$ cat config.mk
export PLATFORM = sky130hd
export DESIGN_NAME = bp_tlb_lite
export DESIGN_NICKNAME = d
export VERILOG_FILES = /design/src/rtl/bp_tlb_lite.sv
export SDC_FILE = /design/constraint.sdc
export NUM_CORES = 1
export LEC_CHECK = 0
export CAP_MARGIN = 20
export CORE_MARGIN = 5
export CORE_UTILIZATION = 47
export CTS_CLUSTER_SIZE = 30
export DETAILED_ROUTE_END_ITERATION = 16
export HOLD_SLACK_MARGIN = 0.03
export MAX_ROUTING_LAYER = met4
export PLACE_DENSITY = 0.72
export SYNTH_ARGS = -nofsm -noshare
export SYNTH_HDL_FRONTEND = slang
export SYNTH_SLANG_ARGS = --single-unit
$ cat constraint.sdc
create_clock -name clk_i -period 6.05 [get_ports clk_i]
set_input_delay 0.605 -clock clk_i [delete_from_list [all_inputs] [get_ports clk_i]]
set_output_delay 0.605 -clock clk_i [all_outputs]
set_load 0.1 [all_outputs]
$ cat src/rtl/bp_tlb_lite.sv
// Fully-associative translation buffer feeding the PMA check: registered 1-cycle lookup,
// fill with in-place update / lowest-free / round-robin victim, global flush, passthrough.
module bp_tlb_lite #(
   parameter int vtag_width_p = 27,
   parameter int ptag_width_p = 28,
   parameter int els_p        = 8
) (
   input  logic                    clk_i,
   input  logic                    reset_i,
   input  logic                    r_v_i,
   input  logic [vtag_width_p-1:0] r_vtag_i,
   input  logic                    trans_en_i,
   input  logic                    w_v_i,
   input  logic [vtag_width_p-1:0] w_vtag_i,
   input  logic [ptag_width_p-1:0] w_ptag_i,
   input  logic                    flush_i,
   output logic                    ptag_v_o,
   output logic [ptag_width_p-1:0] ptag_o,
   output logic                    miss_v_o,
   output logic [vtag_width_p-1:0] miss_vtag_o
);

   localparam int idx_w_lp = $clog2(els_p);

   if (els_p < 2 || (els_p & (els_p - 1)) != 0) begin : g_bad_els
      $error("bp_tlb_lite: els_p must be a power of two >= 2");
   end

   logic [els_p-1:0]        valid_q, valid_d;
   logic [vtag_width_p-1:0] entry_vtag_q [els_p];
   logic [ptag_width_p-1:0] entry_ptag_q [els_p];
   logic [idx_w_lp-1:0]     victim_q, victim_d;

   logic                    ptag_v_q, ptag_v_d;
   logic                    miss_v_q, miss_v_d;
   logic [ptag_width_p-1:0] ptag_out_q, ptag_out_d;
   logic [vtag_width_p-1:0] miss_vtag_q, miss_vtag_d;

   logic [els_p-1:0]        hit_vec;
   logic                    hit_any;
   logic [ptag_width_p-1:0] hit_ptag;
   logic                    w_match_any, free_any;
   logic [idx_w_lp-1:0]     w_match_idx, free_idx, fill_idx;

   // Lookup reads pre-edge contents; hit data is an OR of the (at most one) matching entry.
   always_comb begin
      hit_vec     = '0;
      hit_any     = 1'b0;
      hit_ptag    = '0;
      w_match_any = 1'b0;
      w_match_idx = '0;
      free_any    = 1'b0;
      free_idx    = '0;
      for (int i = els_p - 1; i >= 0; i--) begin
         if (valid_q[i] && entry_vtag_q[i] == r_vtag_i) begin
            hit_vec[i] = 1'b1;
            hit_any    = 1'b1;
            hit_ptag   = hit_ptag | entry_ptag_q[i];
         end
         if (valid_q[i] && entry_vtag_q[i] == w_vtag_i) begin
            w_match_any = 1'b1;
            w_match_idx = idx_w_lp'(i);
         end
         if (!valid_q[i]) begin
            free_any = 1'b1;
            free_idx = idx_w_lp'(i);
         end
      end
   end

   always_comb begin
      valid_d  = valid_q;
      victim_d = victim_q;
      if (w_match_any)   fill_idx = w_match_idx;
      else if (free_any) fill_idx = free_idx;
      else               fill_idx = victim_q;
      if (flush_i) begin
         valid_d  = '0;
         victim_d = '0;
      end else if (w_v_i) begin
         valid_d[fill_idx] = 1'b1;
         if (!w_match_any && !free_any) victim_d = victim_q + idx_w_lp'(1);
      end
   end

   // Outputs are single-cycle pulses, one per r_v_i cycle; there is no ready/backpressure,
   // so a consumer must take ptag_v_o / miss_v_o in the cycle they are high.
   always_comb begin
      ptag_v_d    = 1'b0;
      miss_v_d    = 1'b0;
      ptag_out_d  = ptag_out_q;
      miss_vtag_d = miss_vtag_q;
      if (r_v_i) begin
         if (!trans_en_i) begin
            ptag_v_d   = 1'b1;
            ptag_out_d = ptag_width_p'(r_vtag_i);
         end else if (hit_any) begin
            ptag_v_d   = 1'b1;
            ptag_out_d = hit_ptag;
         end else begin
            miss_v_d    = 1'b1;
            miss_vtag_d = r_vtag_i;
         end
      end
   end

   always_ff @(posedge clk_i or posedge reset_i) begin
      if (reset_i) begin
         valid_q     <= '0;
         victim_q    <= '0;
         ptag_v_q    <= 1'b0;
         miss_v_q    <= 1'b0;
         ptag_out_q  <= '0;
         miss_vtag_q <= '0;
      end else begin
         valid_q     <= valid_d;
         victim_q    <= victim_d;
         ptag_v_q    <= ptag_v_d;
         miss_v_q    <= miss_v_d;
         ptag_out_q  <= ptag_out_d;
         miss_vtag_q <= miss_vtag_d;
      end
   end

   always_ff @(posedge clk_i) begin
      if (w_v_i && !flush_i) begin
         entry_vtag_q[fill_idx] <= w_vtag_i;
         entry_ptag_q[fill_idx] <= w_ptag_i;
      end
   end

   assign ptag_v_o    = ptag_v_q;
   assign ptag_o      = ptag_out_q;
   assign miss_v_o    = miss_v_q;
   assign miss_vtag_o = miss_vtag_q;

   a_single_hit: assert property (@(posedge clk_i) disable iff (reset_i)
      (r_v_i && trans_en_i) |-> $onehot0(hit_vec))
      else $error("bp_tlb_lite: multiple entries hit");

endmodule

After elaboration in Yosys (flattened, before gate mapping)
Memories as Yosys holds them, arrays and structs flattened.
Index checks and enable logic that the tools add are counted.
{"block": "word_totals", "ff_bits": 68, "memories": 2, "ram_bits": 440, "out_inout_bits": 57, "in_bits": 88}
{"name": "entry_ptag_q", "depth": 8, "width": 28, "read_ports": 8, "rd_clocked_by_memory_dff": 0, "write_ports": 1, "line": "31", "text": "logic [ptag_width_p-1:0] entry_ptag_q [els_p];"}
{"name": "entry_vtag_q", "depth": 8, "width": 27, "read_ports": 8, "rd_clocked_by_memory_dff": 0, "write_ports": 1, "line": "30", "text": "logic [vtag_width_p-1:0] entry_vtag_q [els_p];"}
{"block": "classes", "eq_ne": 17, "order_cmp": 2, "bitwise": 9, "addsub": 1, "n_mux": 67, "n_reduce_logical": 27}
{"op": "$eq 27x27->1", "n": 16}
{"op": "$mux 28", "n": 10}
{"op": "$or 28x28->28", "n": 7}
{"op": "$mux 3", "n": 21}
{"op": "$mux 1", "n": 33}
{"op": "$logic_and 1x1->1", "n": 19}
{"op": "$mux 8", "n": 2}
{"op": "$or 8x8->8", "n": 1}
{"op": "$lt 3x4->1 const B", "n": 1}
{"op": "$reduce_and 2->1", "n": 2}
{"op": "$reduce_bool 2->1", "n": 2}
{"op": "$add 3x1->3 const B", "n": 1}
{"op": "$demux 1 s3", "n": 1}
{"op": "$ge 3x1->1 const B", "n": 1}
{"op": "$logic_not 1->1", "n": 3}
{"op": "$reduce_and 3->1", "n": 1}
{"op": "$ne 2x1->1 const B", "n": 1}
{"op": "$not 1->1", "n": 1}

Logic depth before layout (Yosys ltp)
Gate-level depths: netlist of run 1.
{"block": "depth", "depth_word": 19, "ltp_mapped": 12, "depth_no_buf": 8}

Worst setup path after synthesis of run 1
Ideal clock, no wire load.
{"block": "synth_path", "path_kind": "input port to flip-flop", "startpoint": "input port w_vtag_i[15]", "endpoint": "memory entry_ptag_q[6][0] (enable)", "arrival_time_ns": 6.277, "path_slack_ns": -0.774, "cell_stages": 10, "path_cell_list": "buf_4 xnor2_2 nand4_1 nor4_2 and4_1 nand4b_2 o21bai_1 or3b_1 buf_6 nor3b_1"}
{"block": "synth_between", "elab_chain_cells": 11}
{"element": "start: declaration", "line": "14", "text": "input logic [vtag_width_p-1:0] w_vtag_i,"}
{"element": "$eq 27x27->1", "line": "60", "text": "if (valid_q[i] && entry_vtag_q[i] == w_vtag_i) begin"}
{"element": "$logic_and 1x1->1", "line": "60"}
{"element": "$mux 3 or $mux 1 (tied branches) (8 in a row)", "line": "60"}
{"element": "$mux 3 *", "line": "74", "text": "if (w_match_any) fill_idx = w_match_idx;"}
{"element": "end: declaration", "line": "31"}
Every way passes the cells marked *; elsewhere a longest branch is shown, timed or not.

Worst setup path after layout of run 1
{"block": "layout_path", "startpoint": "input port w_vtag_i[21]", "endpoint": "memory entry_ptag_q[3][8] (enable)"}
Same word-level chain as after synthesis.

==> results of run 1 <==
## logic make-up (layout without fill, tap and decap cells)
logic type	count (synthesis)	count (layout)
other	0	1
buffers and inverters	112	338
multiplexers	42	42
XOR/XNOR	434	434
AND/OR/NAND/NOR	261	261
AO/OA/AOI/OAI	151	151
adder cells (fa/ha/maj)	1	1
flip-flops	508	508
## where the power goes
part | total [mW] | leakage (nW) | switching [mW] | internal, mW
sequential | 3.97 | 4.82 | 0.0598 | 3.91
combinational | 1.14 | 3.25 | 0.804 | 0.334
clock | 3.60 | 0.958 | 1.41 | 2.18
total | 8.70 | 9.03 | 2.28 | 6.43
## flip-flops by register name, indices dropped and copies added, names as in the netlist
register and cells:
entry_ptag_q 224, entry_vtag_q 216, ptag_o 28, miss_vtag_o 27
valid_q 8, victim_q 3, miss_v_o 1, ptag_v_o 1
## area by class of cell
cell class	count	area (um2)	share of cell area, %
clock buffer	74	1548	5.724
timing repair buffer	219	2122	7.849
sequential	508	14910	55.16
inverter	20	76.32	0.2823
multi-input combinational	889	7212	26.67
clock inverter	25	392.9	1.453
tap	615	769.5	2.846
antenna	1	2.502	0.009255
## per-layer routing
metal	wire length, um	up-vias	part of all wire [%]
met5	0	-	0
met3	6645	150	9.3
met2	32990	859	46
met4	2882	0	4.1
li1	-	6060	-
met1	28560	7233	40
## cells in the mapped netlist, drive strengths merged, types with 2 or more instances
| cell type | number |
|---|---|
| a21oi | 2 |
| a221oi | 11 |
| a222oi | 27 |
| a22o | 11 |
| a22oi | 36 |
| a31oi | 10 |
| a41o | 7 |
| a41oi | 6 |
| and3 | 9 |
| and4 | 4 |
| buf | 85 |
| clkbuf | 7 |
| dfrtp | 68 |
| edfxtp | 440 |
| inv | 20 |
| mux2 | 41 |
| nand2 | 48 |
| nand2b | 3 |
| nand4 | 82 |
| nor2 | 32 |
| nor3 | 4 |
| nor4 | 70 |
| o21ai | 17 |
| o22ai | 15 |
| xnor2 | 228 |
| xor2 | 206 |
## metrics by stage
step | cell area [um2] | hold slack, ns | worst slack [ns] | utilization (%)
floorplan | 22690 | 0.5072 | 0.9559 | -
global placement | 25020 | 0.4713 | 0.8690 | 52.41
detailed placement | 25090 | 0.4758 | 0.7105 | 52.56
CTS | 27030 | 0.2639 | 1.348 | 56.62
global route | 27040 | 0.2941 | 1.215 | 56.63
finish | 27040 | 0.2863 | 1.272 | 56.63
## final timing paths
check	slack, ns	from	to
min in group clk_i	0.48	ptag_o[17]$_DFFE_PP0P_	ptag_o[17]$_DFFE_PP0P_
hold / removal	0.29	reset_i	ptag_o[8]$_DFFE_PP0P_
hold reg to reg	0.48	ptag_o[17]$_DFFE_PP0P_	ptag_o[17]$_DFFE_PP0P_
max in group asynchronous	4.64	reset_i	victim_q[2]$_DFFE_PP0P_
setup reg to reg	1.92	entry_vtag_q[6][8]$_DFFE_PP_	entry_ptag_q[3][8]$_DFFE_PP_
setup / recovery	1.27	w_vtag_i[21]	entry_ptag_q[3][8]$_DFFE_PP_
==> out/metrics.yaml, run 1 <==
cpMostUsedCell: "nand4_1"
drtAntennaViolNets: 0
cp-start-kind: "input port"
layout_min_cycle_time_ns: 4.778
synthesis.nets: 1598
postCtsSetupBuffers: 0
met1_usage_pct: 36.45
setup_viol: 0
async_flop_share_pct: 13.39
finalCritPeriodShare_pct: 78.97
yosys.cell_types.count: 56
synth-edff-count: 440
grt_max_degree: 57
ir_drop_uv: 304.0
tns_ns: 0
grt_pass1_wl_um: 101900
synth_ff_type: "edfxtp_1"
yosys-top-cells-area: "edfxtp_1 58%, xnor2_1 8.8%, xor2_1 8.0%"
top_usage_layer: "met2"
yosysSeqAreaShare_pct: 65.75
cts_buffer_depth: 3
path_buf_inv: 2
final_common_cell: "edfxtp_1"
synth.top_cell.area_share_pct: 58.25
cts_buffers: 53
path_max_fanout: 25
cts_resized: 0
hp-class: "in2async"
clock_skew_ns: 0.02349
cts_hold_buffers: 0
routed_wl_um: 71080
p_per_area_nw_per_um2: 321.9
crit_cells: 10
numClockSinks: 508
nets: 1780
antenna_found_initial: 1
yosysTopAreaCell: "edfxtp_1"
die_area_um2: 52760
syn_area_um2: 22680
dpl.cell_count: 2251
drt_iter0_drc: 1989
syn_inst: 1509
grtUsageTotal_pct: 27.06
hold_viol: 0
critPathKind: "in2reg"
max_cap_violations: 0
route.detailed.drc: 0
critPathSlowestCell: "clkdlybuf4s50_1"
synthToLayoutAreaGrowth_pct: 19.19
synth_compound_area_share_pct: 5.356
first_global_vias: 14430
instances_no_fill: 2351
reg2reg_depth: 9
synthAdderAreaFrac_pct: 0.05516
slew_viol_final: 0
clock.fmax_mhz: 209.3
io_buffers: 144
synth_seq_cells: 508
relSlewSlack_pct: 17.71
fillerInstances: 3708
core_area_um2: 47750
crit_chain: "clkdlybuf4s50_1, xnor2_1, nand4_1, nor4_1, nand4_1, a211o_1, a21oi_1, nand2_1, nor2_4, buf_12"
root_buffer: "clkbuf_16"
gr-usage-met2_pct: 41.50
required_ns: 6.35
die_h_um: 229.7
fp-row-count: 80
synth.area.mux_share_pct: 2.543
synth-simple-area-share_pct: 6.553
finalWeightedCongestion: 1.050
cts.clk_slew.worst_paths_ns: 0.06
synth_top_family_by_area: "XOR/XNOR gates"
cts_tree: "yes"
gr-usage-met3_pct: 5.021
grt_overflow: 0
syn_area_per_cell_um2: 15.03
final_cell_mix: "440 x edfxtp_1, 227 x xnor2_1, 206 x xor2_1"
drive_above_1_share_pct: 13.31
worst_ep_arrival_time_ns: 5.07
ios: 145
crit_family: "simple AND/OR/NAND/NOR gates"
tightest_slew_ns: 1.230
wire_per_inst_um: 30.23
routed-via-count: 14300
p_leak_nw: 9.026
yosysWarnings: 0
fp.dieW_um: 229.7
total_power_mw: 8.704
outcome: "finished clean"
clk_latency_ns: 0.61
dr.pass1.iters: 8
cts.htree.levels: 2
max_stage_delay_ns: 0.89
place_hpwl_um: 47510
start_util_pct: 47.51
synthXorXnorAreaFrac_pct: 16.79
rsz0062_at_grt: "no"
worstSetupEndpointType: "register"
viasPerCell: 6.083
No activity file was read; power rests on OpenSTA's default activity.
==> run 2: changes to the inputs <==
- PLACE_DENSITY: 0.72 -> 0.7
- clock period: 6.05 -> 4.75 ns (I/O delays scaled with it)
==> run 2 against run 1 <==
Net effect: non-clock buffer count grew 108; routed wire length grew 8.8%; core utilization grew 1.9 points; cell area grew 3.4%; die area is the same; first-iteration DRC count shrank 3.5%; flip-flop and latch count is the same; clock power grew 15%; sequential share of layout area shrank 1.8 points; global-route usage grew 2.6 points; setup slack lost 0.79 ns; largest power group unchanged; highest routed layer unchanged.
==> out/metrics.yaml, run 2 (same netlist as run 1, synthesis figures left out) <==
die_h_um: 229.7  # unchanged
clockPowerShare_pct: 38.6  # -2.7 points
p_leak_nw: 9.524  # +5.5%
hp-class: "in2async"
cts.clk_slew.worst_paths_ns: 0.06  # about the same
setup_viol: 0  # unchanged
grt_pass1_wl_um: 109500  # +7.5%
final_cell_mix: "440 x edfxtp_1, 227 x xnor2_1, 206 x xor2_1"
p_per_area_nw_per_um2: 384.3  # +19%
clock_skew_ns: 0.03416  # +0.01067 ns
nets: 1888  # +6.1%
slew_viol_final: 0  # unchanged
antenna_cells: 0  # -1
finalCritPeriodShare_pct: 89.77
swShare_pct: 27.43  # +1.3 points
max_cap_violations: 0  # unchanged
largest_reg_flops: 224  # unchanged
fp.dieW_um: 229.7  # unchanged
numClockSinks: 508  # unchanged
cts_buffers: 53  # unchanged
root_buffer: "clkbuf_16"
grt_overflow: 0  # unchanged
path_max_fanout: 44  # +76%
io_buffers: 144  # unchanged
route.detailed.drc: 0  # unchanged
intPower_mw: 7.796  # +21%
layout_min_cycle_time_ns: 4.264
relSlewSlack_pct: 28.98  # +11 points
timing.hold.ws_ns: 0.1694  # -0.1169 ns
clock.fmax_mhz: 234.5
critPathSlowestCell: "clkdlybuf4s50_1"
cts_hold_buffers: 0  # unchanged
critPathKind: "in2reg"
fp-row-count: 80  # unchanged
reg2reg_depth: 9  # unchanged
clk_latency_ns: 0.62  # about the same
cpMostUsedCell: "nand4_1"
first_global_vias: 15030  # +4.2%
start_util_pct: 47.51  # unchanged
path_buf_inv: 2  # unchanged
outcome: "finished clean"
worstSetupEndpointType: "register"
cts.htree.levels: 2  # unchanged
finalWeightedCongestion: 1.014  # -3.4%
place_hpwl_um: 56570  # +19%
ios: 145  # unchanged
core_area_um2: 47750  # unchanged
cp-start-kind: "input port"
required_ns: 5.01  # -1.34 ns
postCtsSetupBuffers: 0  # unchanged
cts_tree: "yes"
tns_ns: 0  # unchanged
routed_wl_um: 77320  # +8.8%
tightest_slew_ns: 1.062  # -0.1685 ns
hold_viol: 0  # unchanged
crit_family: "simple AND/OR/NAND/NOR gates"
pwr-share-seq_pct: 47.0  # +1.4 points
routed-via-count: 14720  # +2.9%
grtUsageTotal_pct: 29.67  # +2.6 points
regMostFlops: "entry_ptag_q"
rsz0062_at_grt: "no"
power.switching_mw: 2.947  # +30%
drt_iter0_drc: 1919  # -3.5%
dr.pass1.iters: 5  # -3
fin_util_pct: 58.54  # +1.9 points
r2r-start: "entry_vtag_q[1][15]$_DFFE_PP_"
crit_chain: "clkdlybuf4s50_1, xnor2_1, nand4_1, nor4_1, nand4_1, a41o_1, a21oi_1, nand2b_1, nor2_4, buf_12"
final_common_cell: "edfxtp_1"
worst_ep_arrival_time_ns: 4.53  # -0.54 ns
ir_drop_uv: 275.5  # -9.3%
drtAntennaViolNets: 0  # unchanged
cts_buffer_depth: 3  # unchanged
synthToLayoutAreaGrowth_pct: 23.22
crit_cells: 10  # unchanged
combinationalPowerShare_pct: 14.4  # +1.3 points
cts_resized: 0  # unchanged
wire_per_inst_um: 31.45  # +4.0%
grt_max_degree: 56  # -1.8%
max_stage_delay_ns: 0.76  # -0.13 ns
antenna_found_initial: 0  # -1
crit_start: "w_vtag_i[0]"
die_area_um2: 52760  # unchanged
drive_above_1_share_pct: 18.07  # +4.8 points
viasPerCell: 5.989  # -1.5%
## run 2: cell types whose count changed in the layout (fill, tap and decap cells not counted), moves of 2 or more
cell / delta
bufinv_16: -5
clkbuf_8: -7
clkinv_1: +5
clkbuf_16: -2
clkinv_4: +3
buf_12: +28
buf_4: +82
clkinvlp_4: +5
## run 2: worst paths after layout
kind | slack [ns] | end
max in group asynchronous | 3.49 | ptag_o[16]$_DFFE_PP0P_
worst max-delay path | 0.49 | entry_vtag_q[5][22]$_DFFE_PP_
worst max register to register | 0.74 | entry_vtag_q[5][22]$_DFFE_PP_
worst min-delay path | 0.17 | victim_q[2]$_DFFE_PP0P_
worst min register to register | 0.49 | ptag_o[0]$_DFFE_PP0P_
min in group clk_i | 0.49 | ptag_o[0]$_DFFE_PP0P_
## run 2: layout make-up
type	instances	area, um2
inverter	20	76.32
timing repair buffer	327	3256
sequential	508	14910
clock buffer	66	1405
tap	615	769.5
clock inverter	33	319.1
multi-input combinational	889	7212
fill	3657	19790
## run 2: per-layer routing
layer / routed length, um / vias up / part of all wire [%] / GRT usage [%]
met1: 30420 / 7469 / 39 / 39.25
met2: 36600 / 813 / 47 / 46.52
li1: - / 6269 / - / -
met4: 3870 / 0 / 5.0 / 12.42
met3: 6422 / 171 / 8.3 / 4.392
met5: 0 / - / 0 / -
## run 2: power by group through the flow
stage / Sequential [mW] / Clock (mW) / Combinational [mW]
floorplan: 5.63 / 0 / 0.439
detailed placement: 5.14 / 0 / 1.53
CTS: 5.05 / 4.19 / 1.53
finish: 5.05 / 4.15 / 1.54
global placement: 5.14 / 0 / 1.52
global route: 5.06 / 4.39 / 1.58
## run 2: through the flow
step           total power, mW  cells  setup WS [ns]  cell area [um2]
6_report                 10.74   2458         0.4861            27950
2_1_floorplan            6.067   1509        -0.2141            22690
5_1_grt                  11.03   2458         0.3211            27950
4_1_cts                  10.77   2457         0.6031            27920
3_5_place_dp             6.669   2358       -0.01587            26200
3_3_place_gp             6.660   2358       -0.02337            26200
==> run 3: changes to the inputs <==
- CTS_CLUSTER_DIAMETER: unset -> 30
==> run 3 against run 2 <==
Net effect: flip-flop and latch count did not move; non-clock buffer count did not move; first-iteration DRC count rose by 1.5%; via count rose by 2.6%; clock skew rose by 0.014 ns.
==> out/metrics.yaml, run 3 (same netlist as run 1, synthesis figures left out) <==
outcome: "finished clean"
relSlewSlack_pct: 32.34  # +3.4 points
ir_drop_uv: 362.4  # +32%
tns_ns: 0  # unchanged
multi_input_area_um2: 7212  # unchanged
max_cap_violations: 0  # unchanged
pwr-share-seq_pct: 36.7  # -10 points
die_h_um: 229.7  # unchanged
route.detailed.drc: 0  # unchanged
clk_latency_ns: 0.65  # +0.03 ns
swShare_pct: 25.71  # -1.7 points
cts_hold_buffers: 0  # unchanged
final_cell_mix: "440 x edfxtp_1, 227 x xnor2_1, 206 x xor2_1"
fillerInstances: 3454  # -5.6%
clock.fmax_mhz: 231.3  # -1.4%
ios: 145  # unchanged
stdcell_area_um2: 29750  # +6.4%
drtAntennaViolNets: 0  # unchanged
reg2reg_depth: 9  # unchanged
die_area_um2: 52760  # unchanged
clockPowerShare_pct: 52.1  # +14 points
layout_min_cycle_time_ns: 4.323  # +0.05898 ns
fp-row-count: 80  # unchanged
dr.pass1.iters: 6  # +1
grt_pass1_wl_um: 111900  # +2.2%
gr-usage-met2_pct: 48.13  # +1.6 points
path_max_fanout: 44  # unchanged
r2r-start: "entry_vtag_q[1][15]$_DFFE_PP_"
cts.clk_slew.worst_paths_ns: 0.05  # about the same
hp-class: "in2async"
finalWeightedCongestion: 1.014  # unchanged
postCtsSetupBuffers: 0  # unchanged
finalCritPeriodShare_pct: 91.01  # +1.2 points
setup_viol: 0  # unchanged
place_area_um2: 26200  # unchanged
nets: 1938  # +2.6%
final_common_cell: "edfxtp_1"
rsz0062_at_grt: "no"
reg2reg_slack_ns: 0.65  # -0.09 ns
cp-start-kind: "input port"
critPathKind: "in2reg"
drive_above_1_share_pct: 21.54  # +3.5 points
grt_max_degree: 56  # unchanged
io_buffers: 144  # unchanged
instances_no_fill: 2551  # +3.8%
viasPerCell: 5.923  # -1.1%
wire_per_inst_um: 30.95  # -1.6%
intPower_mw: 10.25  # +31%
antenna_cells: 0  # unchanged
first_global_vias: 15660  # +4.2%
tightest_slew_ns: 1.012  # -0.05017 ns
worstSetupEndpointType: "register"
required_ns: 5.04  # +0.03 ns
p_per_area_nw_per_um2: 463.8  # +21%
cts_buffer_depth: 3  # unchanged
grtUsageTotal_pct: 30.37  # +0.69 points
combinationalPowerShare_pct: 11.2  # -3.2 points
p_leak_nw: 10.39  # +9.1%
worst_ep_arrival_time_ns: 4.61  # +0.08 ns
root_buffer: "clkbuf_16"
dpl.cell_count: 2358  # unchanged
top_usage_layer: "met2"
largest_reg_flops: 224  # unchanged
grt_overflow: 0  # unchanged
ff_latch_area_um2: 14910  # unchanged
place_hpwl_um: 56570  # unchanged
cts_resized: 0  # unchanged
numClockSinks: 508  # unchanged
core_area_um2: 47750  # unchanged
cts.htree.levels: 3  # +1
met1_usage_pct: 38.91  # -0.34 points
antenna_found_initial: 0  # unchanged
gr-usage-met3_pct: 5.403  # +1.0 points
synthToLayoutAreaGrowth_pct: 31.13
slew_viol_final: 0  # unchanged
routed_wl_um: 78950  # +2.1%
start_util_pct: 47.51  # unchanged
routed-via-count: 15110  # +2.6%
hold_viol: 0  # unchanged
cts_buffers: 103  # +94%
cts_tree: "yes"
r2r-end: "entry_vtag_q[5][22]$_DFFE_PP_"
power.switching_mw: 3.548  # +20%
clock_skew_ns: 0.04777  # +0.01361 ns
regMostFlops: "entry_ptag_q"
fp.dieW_um: 229.7  # unchanged
drt_iter0_drc: 1948  # +1.5%
crit_start: "w_vtag_i[0]"
[run 3: changes by cell type in the layout (fill, tap and decap cells not counted), sizes merged]
cell | before | now
inv | 22 | 23
bufinv | 4 | 13
clkinv | 21 | 46
clkinvlp | 6 | 9
clkbuf | 66 | 121
[run 3: worst max-delay path, cell delays in order]
cell and delay, ns:
clkdlybuf4s50_1 0.76, xnor2_1 0.46, nand4_1 0.14, nor4_1 0.66, nand4_1 0.29, a41o_1 0.25, a21oi_1 0.64, nand2b_1 0.34
nor2_4 0.20, buf_12 0.28
[run 3: metal layers]
layer  vias to the layer above  part of all wire, %  wire length [um]
met1                      7663                   39             30960
li1                       6404                    -                 -
met5                         -                    0                 0
met2                       871                   48             38000
met4                         0                  4.8              3767
met3                       171                  7.9              6227
[run 3: metrics by stage]
step / power, mW / worst slack, ns / hold WS [ns] / utilization, %
3_5_place_dp: 6.669 / -0.01587 / 0.4748 / 54.87
3_3_place_gp: 6.660 / -0.02337 / 0.4719 / 54.87
2_1_floorplan: 6.067 / -0.2141 / 0.5072 / -
4_1_cts: 13.85 / 0.5810 / 0.1578 / 62.24
6_report: 13.80 / 0.4272 / 0.1571 / 62.30
5_1_grt: 14.14 / 0.3173 / 0.1760 / 62.30
[run 3: how the worst max path moves through the flow]
stage,cells after the start,slack [ns],endpoint
after global placement,11,-0.02,entry_ptag_q[7][23]$_DFFE_PP_
after floorplan,9,-0.21,entry_ptag_q[1][0]$_DFFE_PP_
after CTS,10,0.58,entry_vtag_q[5][22]$_DFFE_PP_
after detailed placement,10,-0.02,entry_ptag_q[5][9]$_DFFE_PP_
final,10,0.43,entry_vtag_q[5][22]$_DFFE_PP_
after global routing,10,0.32,entry_vtag_q[5][22]$_DFFE_PP_
[run 3: power by group through the flow]
| stage | Sequential, mW | Clock, mW | Combinational (mW) |
|---|---|---|---|
| finish | 5.07 | 7.18 | 1.55 |
| global route | 5.07 | 7.48 | 1.58 |
| floorplan | 5.63 | 0 | 0.439 |
| CTS | 5.06 | 7.24 | 1.54 |
| detailed placement | 5.14 | 0 | 1.53 |
| global placement | 5.14 | 0 | 1.52 |
[run 3: layout make-up]
cell class / instances / area share (%)
well taps: 615 / 2.587
inverters: 20 / 0.2566
repair buffers: 327 / 10.94
multi-input cells: 889 / 24.25
clock inverters: 71 / 2.730
flip-flops and latches: 508 / 50.14
clock buffers: 121 / 9.098
